[config.mk]
export PLATFORM = sky130hd
export DESIGN_NAME = key_event_scheduler
export DESIGN_NICKNAME = d
export VERILOG_FILES = /design/src/rtl/key_pkg.sv /design/src/rtl/key_debounce.sv /design/src/rtl/key_event_scheduler.sv
export SDC_FILE = /design/constraint.sdc
export NUM_CORES = 1
export LEC_CHECK = 0
export ABC_AREA = 1
export CAP_MARGIN = 40
export CORE_MARGIN = 2
export CORE_UTILIZATION = 45
export DETAILED_ROUTE_END_ITERATION = 10
export PLACE_DENSITY_LB_ADDON = 0.12
export RECOVER_POWER = 25
export REMOVE_ABC_BUFFERS = 1
export SETUP_SLACK_MARGIN = 0.5
export SLEW_MARGIN = 20
export SYNTH_ARGS = -nofsm -noshare
export SYNTH_HDL_FRONTEND = slang
export SYNTH_SLANG_ARGS = --single-unit
[constraint.sdc]
create_clock -name clk -period 2.6 [get_ports clk]
set_input_delay 0.52 -clock clk [delete_from_list [all_inputs] [get_ports clk]]
set_output_delay 0.52 -clock clk [all_outputs]
set_load 0.01 [all_outputs]
[src/rtl/key_pkg.sv]
// Shared key-event types, key codes and the round-robin pick used by the scheduler.
package key_pkg;

  localparam int NUM_KEYS = 4;
  localparam int KEY_W    = 2;

  typedef logic [KEY_W-1:0] key_code_t;

  localparam key_code_t KEY_A = 2'd0;
  localparam key_code_t KEY_B = 2'd1;
  localparam key_code_t KEY_C = 2'd2;
  localparam key_code_t KEY_D = 2'd3;

  // First requesting key found searching upward from last+1, wrapping; returns last when req==0.
  function automatic key_code_t rr_pick(input logic [NUM_KEYS-1:0] req, input key_code_t last);
    key_code_t idx;
    rr_pick = last;
    for (int k = NUM_KEYS; k >= 1; k--) begin
      idx = key_code_t'(int'(last) + k);
      if (req[idx]) rr_pick = idx;
    end
  endfunction

endpackage

[src/rtl/key_debounce.sv]
// One button: 2-flop synchronizer, stability counter and debounced held bit with press pulse.
module key_debounce #(
  parameter int DB_CYCLES = 8,
  parameter int DB_W      = 4
) (
  input  logic clk,
  input  logic reset_n,
  input  logic btn_n,
  output logic held,
  output logic press_pulse
);

  logic            sync1_q, sync2_q;
  logic [DB_W-1:0] cnt_q, cnt_d;
  logic            held_q, held_d;

  // NOTE: every variable gets a default at the top of always_comb so no path can infer a latch.
  always_comb begin
    held_d = held_q;
    cnt_d  = '0;
    if (~sync2_q != held_q) begin
      if (cnt_q == DB_W'(DB_CYCLES - 1)) begin
        held_d = ~held_q;
      end else begin
        cnt_d = cnt_q + DB_W'(1);
      end
    end
  end

  // NOTE: sequential state uses non-blocking assignments so all flops update from pre-edge values.
  always_ff @(posedge clk or negedge reset_n) begin
    if (!reset_n) begin
      sync1_q <= 1'b1;
      sync2_q <= 1'b1;
      cnt_q   <= '0;
      held_q  <= 1'b0;
    end else begin
      sync1_q <= btn_n;
      sync2_q <= sync1_q;
      cnt_q   <= cnt_d;
      held_q  <= held_d;
    end
  end

  assign held        = held_q;
  assign press_pulse = held_d & ~held_q;

endmodule

[src/rtl/key_event_scheduler.sv]
// Debounced buttons -> pending presses -> round-robin grant -> event FIFO drained by valid/ready.
module key_event_scheduler
  import key_pkg::*;
#(
  parameter int DB_CYCLES  = 8,
  parameter int DB_W       = 4,
  parameter int FIFO_DEPTH = 4
) (
  input  logic                clk,
  input  logic                reset_n,
  input  logic [NUM_KEYS-1:0] btn_n,
  input  logic                clear,
  output logic                ev_valid,
  output logic [KEY_W-1:0]    ev_code,
  input  logic                ev_ready,
  output logic [NUM_KEYS-1:0] held,
  output logic                overflow
);

  localparam int PTR_W = $clog2(FIFO_DEPTH);
  localparam int CNT_W = PTR_W + 1;

  logic [NUM_KEYS-1:0] press;

  for (genvar i = 0; i < NUM_KEYS; i++) begin : g_db
    key_debounce #(.DB_CYCLES(DB_CYCLES), .DB_W(DB_W)) u_db (
      .clk         (clk),
      .reset_n     (reset_n),
      .btn_n       (btn_n[i]),
      .held        (held[i]),
      .press_pulse (press[i])
    );
  end

  logic [NUM_KEYS-1:0] pending_q, pending_d;
  key_code_t           last_q, last_d;
  logic                overflow_q, overflow_d;
  logic [PTR_W-1:0]    rd_ptr_q, rd_ptr_d, wr_ptr_q, wr_ptr_d;
  logic [CNT_W-1:0]    count_q, count_d;
  key_code_t           mem_q [FIFO_DEPTH];

  logic                grant_valid, push, pop;
  key_code_t           grant_idx;
  logic [NUM_KEYS-1:0] grant_vec;

  assign ev_valid = (count_q != '0);
  assign ev_code  = ev_valid ? mem_q[rd_ptr_q] : KEY_A;
  assign overflow = overflow_q;

  // Room is judged on the registered count, so a full queue grants nothing even while popping.
  always_comb begin
    grant_valid = (pending_q != '0) && (count_q < CNT_W'(FIFO_DEPTH));
    grant_idx   = rr_pick(pending_q, last_q);
    grant_vec   = '0;
    grant_vec[grant_idx] = grant_valid;
    push        = grant_valid && !clear;
    pop         = ev_valid && ev_ready && !clear;
  end

  always_comb begin
    pending_d  = pending_q;
    overflow_d = overflow_q;
    last_d     = last_q;
    rd_ptr_d   = rd_ptr_q;
    wr_ptr_d   = wr_ptr_q;
    count_d    = count_q;
    if (clear) begin
      pending_d  = '0;
      overflow_d = 1'b0;
      last_d     = KEY_D;
      rd_ptr_d   = '0;
      wr_ptr_d   = '0;
      count_d    = '0;
    end else begin
      // A press on a key that is still pending merges into the queued request and is reported lost.
      pending_d = (pending_q & ~grant_vec) | (press & ~pending_q);
      if ((press & pending_q) != '0) overflow_d = 1'b1;
      if (push) begin
        wr_ptr_d = wr_ptr_q + PTR_W'(1);
        last_d   = grant_idx;
      end
      if (pop) rd_ptr_d = rd_ptr_q + PTR_W'(1);
      case ({push, pop})
        2'b10:   count_d = count_q + CNT_W'(1);
        2'b01:   count_d = count_q - CNT_W'(1);
        default: count_d = count_q;
      endcase
    end
  end

  always_ff @(posedge clk or negedge reset_n) begin
    if (!reset_n) begin
      pending_q  <= '0;
      last_q     <= KEY_D;
      overflow_q <= 1'b0;
      rd_ptr_q   <= '0;
      wr_ptr_q   <= '0;
      count_q    <= '0;
    end else begin
      pending_q  <= pending_d;
      last_q     <= last_d;
      overflow_q <= overflow_d;
      rd_ptr_q   <= rd_ptr_d;
      wr_ptr_q   <= wr_ptr_d;
      count_q    <= count_d;
    end
  end

  // NOTE: queue storage has no reset; entries are only read while count says they were written.
  always_ff @(posedge clk) begin
    if (push) mem_q[wr_ptr_q] <= grant_idx;
  end

endmodule

# Word level (Yosys, flattened, before mapping)

Memory sizes are Yosys's and may differ from the RTL's.
Index checks and enable logic that the tools add are counted.

Bits in registers: 42
Memories kept: 1
Bits in writable memories: 8
Output and inout port bits: 8
Input port bits: 8

Bitwise logic cells: 19
Magnitude comparators: 7
Muxes and demuxes: 44
Add/subtract/negate cells: 12
Reduce and logical (&&, ||, !) cells: 13
Equality and inequality tests: 10

Memory list:

| name  | words | bits a word | rd ports | clocked after Yosys merged registers in | write ports | line                      | RTL |
|---|---|---|---|---|---|---|---|
| mem_q | 4     | 2           | 1        | 0                                       | 1           | key_event_scheduler.sv:40 | `key_code_t mem_q [FIFO_DEPTH];` |

Operators with widths:

| cell                  | number |
|---|---|
| $mux W4               | 9 |
| $mux W2               | 11 |
| $mux W1               | 17 |
| $add A4 B1 Y4 const B | 4 |
| $and A4 B4 Y4         | 4 |
| $eq A4 B3 Y1 const B  | 4 |
| $lt A2 B3 Y1 const B  | 5 |
| $add A2 B1 Y2 const B | 4 |
| $bmux W1 S2           | 4 |
| $not A1 Y1            | 8 |
| $not A4 Y4            | 2 |
| $reduce_bool A4 Y1    | 2 |
| $pmux W3 S2           | 1 |
| $reduce_bool A2 Y1    | 3 |
| $reduce_bool A3 Y1    | 2 |
| $logic_and A1 B1 Y1   | 5 |
| $add A2 B2 Y2 const B | 2 |
| $and A1 B1 Y1         | 4 |
| $ne A1 B1 Y1          | 4 |
| $or A4 B4 Y4          | 1 |
| $add A3 B1 Y3 const B | 1 |
| $lt A3 B3 Y1 const B  | 1 |
| $mux W3               | 1 |
| $sub A3 B1 Y3 const B | 1 |
| other kinds (5)       | 5 |

# Longest topological paths before layout

Gate-level depths: netlist of run 1.

Depth after elaboration: 16
Depth in mapped cells: 12

# By module

Synthesis of run 1 repeated with hierarchy kept, for this count alone.

Cells, all modules: 302
Area, all modules: 2461.1 µm²

By module, submodules not included:

| module              | area an instance (µm²) | cells each | times used |
|---|---|---|---|
| key_event_scheduler | 1295.0                 | 174        | 1 |
| key_debounce        | 291.5                  | 32         | 4 |

# Worst setup path after synthesis of run 1

No wires, ideal clock.

Path kind: reg2reg
From: register count_q[2]
To: register count_q[2]
Path buffers: 0
Clock period less this slack: 1.702 ns
Library setup time: 0.117 ns
Path slack: 0.898 ns
Stages on the path, launching flop included: 11
Data required time: 2.483 ns
Arrival: 1.585 ns
Cell sequence: dfrtp_1 -> inv_1 -> nand3_2 -> nand3_1 -> inv_1 -> nand2_2 -> inv_1 -> fa_1 -> nand3b_1 -> nand3_1 -> nand2_1

Longest elaborated chain between the ends: 6

RTL lines:

| item                                         | line                       | RTL |
|---|---|---|
| start: declaration                           | key_event_scheduler.sv:39  | `logic [CNT_W-1:0] count_q, count_d;` |
| start signal: assignment                     | key_event_scheduler.sv:105 | `count_q <= count_d;` |
| $reduce_bool A3 Y1 *                         | key_event_scheduler.sv:46  | `assign ev_valid = (count_q != '0);` |
| net ev_valid                                 | key_event_scheduler.sv:13  | `output logic ev_valid,` |
| $logic_and A1 B1 Y1 * (2 in a row)           | key_event_scheduler.sv:57  | `pop = ev_valid && ev_ready && !clear;` |
| $eq A2 B1 Y1 or $eq A2 B2 Y1 (tied branches) | key_event_scheduler.sv:83  | `case ({push, pop})` |
| $pmux W3 S2                                  | key_event_scheduler.sv:83  |  |
| $mux W3                                      | key_event_scheduler.sv:67  | `if (clear) begin` |

The timed path passes the listed nets; every way through them passes the cells marked *.
A chain may end at the register's enable or synchronous reset.

# Worst setup path after layout of run 1

From: register rd_ptr_q[0]
To: output port ev_code[1]

Longest elaborated chain between the ends: 2

RTL lines:

| item                     | line                       | RTL |
|---|---|---|
| start: declaration       | key_event_scheduler.sv:38  | `logic [PTR_W-1:0] rd_ptr_q, rd_ptr_d, wr_ptr_q, wr_ptr_d;` |
| start signal: assignment | key_event_scheduler.sv:103 | `rd_ptr_q <= rd_ptr_d;` |
| $mem_v2 Z4 W2            | -                          |  |
| $mux W2                  | key_event_scheduler.sv:47  | `assign ev_code = ev_valid ? mem_q[rd_ptr_q] : KEY_A;` |
| end: declaration         | key_event_scheduler.sv:14  | `output logic [KEY_W-1:0] ev_code,` |

No other way between the ends.

==> flow_summary.toml, run 1 <==
[synth]
ys.flop_type = "dfrtp_1"
ys_ff_latch = 50
synth-edff-count = 8
yosys.cell_types.count = 27
syn_area_mm2 = 0.00250
yosysWarnings = 0
yosysSeqAreaShare_pct = 52.2
async_flop_share_pct = 84.0
yosys.area.top_type = "dfrtp_1"
synth.area.top_cells = "dfrtp_1, dfstp_2, edfxtp_1, nand2_1, inv_1"
postSynthCellCount = 284
synth_area_per_cell_um2 = 8.79
yosys.area.top_type_share_pct = 32.1

[clock_network]
h-tree-depth = 2
holdBufCountCts = 0
clkSlewWorstSetupHoldPaths_ns = 0.09
cts_buffer_depth = 2
clk_latency_ns = 0.30
root_buffer = "clkbuf_8"
clock-sinks = 50
cts_tree = "done"
cts_made_buffers = 5

[pwr]
power.total_uw = 2130
p_per_area_mw_per_mm2 = 750
irDropWorstVdd_uv = 453
pwr-share-comb_pct = 26.4
internal-power_uw = 1470
switchingPower_uw = 658
power.sequential.fraction_pct = 48.5
clockPowerShare_pct = 25.1
p_leak_uw = 0.00134
switching_share_pct = 30.9

[floorplanning]
coreArea_mm2 = 0.00544
die_area_mm2 = 0.00616
pin_count = 16
initial_core_util_pct = 45.9
die_w_um = 78.5
rows = 27
die_h_um = 78.5

[route]
wire_per_inst_um = 11.5
via_per_inst = 4.73
route.detailed.drc = 0
drt_pass1_iterations = 4
wl_mm = 4.33
ant_nets = 0
vias = 1782
drt_iter0_drc = 126

[outcome]
status = "finished, final reports clean"

[timing]
fin_setup_tns_ns = 0
hold_violations = 0
hold_slack_ns = 0.335
layout_worst_path_cycle_share_pct = 76.6
fmaxAchievable_mhz = 502
finalSetupViolCount = 0
finClkSkew_ns = 0.00737
worstMarginPinSlew_ns = 0.963
slew_headroom_pct = 35.8
finalCriticalPeriod_ns = 1.99
rsz0062_at_grt = "no"
slew_viol_final = 0

[finish]
drive_gt1_share_pct = 16.1
diodes = 0
fin_nets = 321
layout.cell_area.non_filler_mm2 = 0.00284
area_delta_synth_final_pct = 13.6
fin_cells = 377

[placement]
place_area_mm2 = 0.00271
placed_cells = 367
routabilityCongestion = 0.865
place_hpwl_mm = 3.32
port-buffer-count = 15

[worst_setup_path]
arrival_ns = 1.47
endpoint_kind = "output port"
critPathRequiredTime_ns = 2.08
critPathKind = "reg2out"
critPathLaunchType = "register"
path_max_fanout = 4

[global_route]
antenna_found_initial = 0
grt_overflow = 0
grt_max_degree = 28
grt_use_total_pct = 15.9
grt_pass1_wl_mm = 7.68
grt_pass1_vias = 1772

[run]
max_cap_violations = 0

[min_path]
hp-class = "in2async"
what timing repair did:
action | in CTS | in global routing
gates resized for setup | 3 | 3
setup endpoints to repair | 2 | 3
hold endpoints to repair | 0 | 0
setup buffers | 2 | 0
worst max-delay path, cell delays in order, from the launching register on:
cell and delay [ns]:
dfrtp_1 0.42, buf_4 0.14, nor2_1 0.04, nor2_1 0.10
o21ai_0 0.09, a21oi_1 0.15, clkdlybuf4s15_1 0.25
cell type report:
class | instances | area (um2)
fillers | 509 | 2600
well taps | 72 | 90.1
inverters | 44 | 170
clock inverters | 2 | 37.5
repair buffers | 18 | 180
multi-input cells | 185 | 982
flip-flops and latches | 50 | 1300
clock buffers | 6 | 72.6
path summary, 6_finish.rpt:
path	startpoint	to	slack (ns)	depth (start not counted)
worst min-delay path	reset_n	g_db[3].u_db.cnt_q[3]	0.34	1
worst max register to register	count_q[2]	count_q[2]	0.81	10
max in group asynchronous	reset_n	g_db[1].u_db.sync2_q	1.52	2
worst max-delay path	rd_ptr_q[0]	ev_code[1]	0.61	6
worst min register to register	g_db[3].u_db.sync1_q	g_db[3].u_db.sync2_q	0.36	0
min in group clk	g_db[3].u_db.sync1_q	g_db[3].u_db.sync2_q	0.36	0
synth_stat cells (all sizes together) (4+ instances only):
master / n
or2: 4
nor3: 4
dfstp: 10
buf: 5
nor2: 34
dfrtp: 32
edfxtp: 8
nand4: 4
nand3: 20
inv: 44
ha: 8
a21oi: 14
xor2: 8
nand2: 69
o21ai: 16
layer usage:
layer  track usage [%]  share of wire [%]
met1              20.5                 49
met4              4.74                1.2
met3              3.45                2.0
met5                 0                  0
met2              27.0                 48
placed cells by master, fill, tap and decap left out, drive strengths merged:
cell / n
nor2: 34
nand3: 20
o22ai: 1
clkinvlp: 1
buf: 3
nor3b: 1
or2: 4
clkbuf: 7
nor3: 4
o21ai: 16
dfstp: 10
edfxtp: 8
clkdlybuf4s50: 11
inv: 44
clkdlybuf4s15: 1
xor2: 8
fa: 1
bufinv: 1
a21oi: 14
nand2: 69
nand3b: 1
nand4: 4
dlygate4sd2: 1
dfrtp: 32
dlymetal6s2s: 1
ha: 8
through the flow:
stage / worst slack (ns) / utilization [%]
after floorplan: 0.898 / -
after global placement: 0.296 / 49.5
after detailed placement: 0.228 / 49.9
after CTS: 0.542 / 52.1
after global routing: 0.510 / 52.2
final: 0.609 / 52.2
logic make-up (layout without fill, tap and decap cells):
family	count (synthesis)	count (layout)	share of synthesized area (%)
simple gates	137	137	25.0
xor+xnor	8	8	2.81
fa+ha+maj	9	9	4.81
compound gates	31	31	6.71
flops	50	50	52.2
buf+inv	49	70	8.47
state kept, by name, summed over array words and instances, names as in the netlist:
register / flops
count_q: 3
g_db.u_db.cnt_q: 16
g_db.u_db.held: 4
g_db.u_db.sync1_q: 4
g_db.u_db.sync2_q: 4
last_q: 2
mem_q: 8
overflow: 1
pending_q: 4
rd_ptr_q: 2
wr_ptr_q: 2
power groups by stage:
stage	logic (uW)	registers, uW	clock network (uW)
after floorplan	351	1040	0
after global placement	547	1050	0
after detailed placement	564	1050	0
after CTS	567	1030	557
after global routing	655	1050	590
final	561	1030	534
No activity file was read; power rests on OpenSTA's default activity.
==> run 2, diff against run 1 <==
clock period = 1.8 ns   (was 2.6 ns; I/O delays follow)
==> run 2 against run 1 <==
Core utilization up 12 points. Worst hold slack worse by 0.13 ns. Non-clock buffer count up 37.
==> flow_summary.toml, run 2 (same netlist as run 1, synthesis figures left out) <==
[outcome]
status = "finished, final reports clean"

[floorplanning]
die_h_um = 78.5
initial_core_util_pct = 45.9
die_area_mm2 = 0.00616
die_w_um = 78.5
pin_count = 16
coreArea_mm2 = 0.00544
rows = 27

[route]
via_per_inst = 4.92
ant_nets = 0
wl_mm = 5.51
vias = 2037
drt_iter0_drc = 73
wire_per_inst_um = 13.3
route.detailed.drc = 0
drt_pass1_iterations = 4

[finish]
mostFrequentLayoutCell = "nand2_1"
final_util_pct = 63.9
area_delta_synth_final_pct = 39.1
diodes = 0
fin_cells = 414
largest_registers = "g_db.u_db.cnt_q (16), mem_q (8)"
drive_gt1_share_pct = 44.7
largest_reg_flops = 16
fin_nets = 358
largest_register = "g_db.u_db.cnt_q"
most-common-layout-cells = "nand2_1, dfrtp_1, inv_1, buf_4, nor2_1"
layout.cell_area.non_filler_mm2 = 0.00347

[clock_network]
cts_buffer_depth = 2
clk_latency_ns = 0.30
cts_made_buffers = 5
root_buffer = "clkbuf_8"
clkSlewWorstSetupHoldPaths_ns = 0.09
cts_tree = "done"
holdBufCountCts = 0
clock-sinks = 50
h-tree-depth = 2

[pwr]
switching_share_pct = 33.6
p_leak_uw = 0.00162
power.sequential.fraction_pct = 44.9
p_per_area_mw_per_mm2 = 939
switchingPower_uw = 1100
clockPowerShare_pct = 19.3
irDropWorstVdd_uv = 651
pwr-share-comb_pct = 35.8
internal-power_uw = 2170

[global_route]
grt_use_total_pct = 18.9
grt_pass1_wl_mm = 9.03
grt_max_degree = 27
antenna_found_initial = 0
grt_overflow = 0
grt_pass1_vias = 2004

[timing]
finClkSkew_ns = 0.0130
worstMarginPinSlew_ns = 1.01
slew_headroom_pct = 32.3
slew_viol_final = 0
layout_worst_path_cycle_share_pct = 94.5
fin_ws_ns = 0.0986
finalCriticalPeriod_ns = 1.70
fmaxAchievable_mhz = 588
hold_slack_ns = 0.201
finalSetupViolCount = 0
hold_violations = 0
rsz0062_at_grt = "yes"

[worst_setup_path]
critPathRequiredTime_ns = 1.44
critPathKind = "reg2out"
path_max_fanout = 3
critical-path-top-cell-by-count = "nor2_1"
arrival_ns = 1.34
max_stage_delay_ns = 0.41
cp_slowest_cell = "dfrtp_1"
critPathLaunchType = "register"
cp_cell_sequence = "buf_4 -> nor2_1 -> nor2_1 -> o21ai_1 -> a21oi_1 -> buf_2"
endpoint_kind = "output port"
crit_buf_inv = 2
crit_family = "flip-flops"

[placement]
placed_cells = 376
dp_slack_ns = -0.128
place_area_mm2 = 0.00278
place_hpwl_mm = 3.33
routabilityCongestion = 0.827
port-buffer-count = 15

[min_path]
hp-class = "in2async"

[run]
max_cap_violations = 0
## run 2: cell count changes in the layout (fill, tap and decap cells not counted), moves of 11 or more
cell / change
buf_4: +29
nand2_1: -20
nand2_4: +17
nor2_1: -11
## run 2: stage by stage
| step | setup TNS [ns] | power (uW) |
|---|---|---|
| 5_1_grt | 0 | 3500 |
| 6_report | 0 | 3260 |
| 3_5_place_dp | -0.168 | 2350 |
| 4_1_cts | 0 | 3210 |
| 3_3_place_gp | -0.132 | 2330 |
| 2_1_floorplan | 0 | 2010 |
## run 2: final timing paths
path | startpoint | endpoint | depth (start not counted) | slack (ns)
min in group clk | g_db[1].u_db.sync1_q | g_db[1].u_db.sync2_q | 0 | 0.36
hold / removal | reset_n | g_db[3].u_db.cnt_q[3] | 1 | 0.20
setup / recovery | rd_ptr_q[0] | ev_code[0] | 6 | 0.1
setup reg to reg | last_q[0] | mem_q[1][0] | 10 | 0.16
hold reg to reg | g_db[1].u_db.sync1_q | g_db[1].u_db.sync2_q | 0 | 0.36
max in group asynchronous | reset_n | overflow | 2 | 0.38
## run 2: layer usage
metal,track usage (%),up-vias,wire (um)
li1,-,1012,-
met4,5.79,0,80
met1,24.9,993,2430
met2,31.8,26,2850
met3,3.33,6,143
met5,0,-,0
## run 2: power by group through the flow
stage | Clock (uW) | Sequential, uW | Combinational, uW
floorplan | 0 | 1500 | 507
global placement | 0 | 1510 | 827
detailed placement | 0 | 1510 | 840
CTS | 653 | 1460 | 1090
global route | 690 | 1490 | 1320
finish | 629 | 1470 | 1170
## run 2: repair_timing
action | 4_1_cts | 5_1_grt
gates resized for setup | 105 | 46
setup buffers | 28 | 2
pin swaps | 23 | 26
endpoints found under the setup margin | 39 | 38
## run 2: cell type report
class / instances / area [um2]
Clock buffer: 6 / 72.6
Clock inverter: 2 / 10.0
Fill cell: 434 / 1960
Inverter: 44 / 183
Multi-Input combinational cell: 185 / 1370
Sequential cell: 50 / 1300
Tap cell: 72 / 90.1
Timing Repair Buffer: 55 / 445
## run 2: worst reg2reg max path, cell delays in order, from the launching register on
cell and delay, ns:
dfstp_2 0.57, buf_12 0.15, inv_12 0.06, nand2_4 0.06
nand2_4 0.06, nand2_4 0.06, nand3_4 0.07, nand2_4 0.11
nand2_4 0.08, nand2_4 0.10, nand2_8 0.08
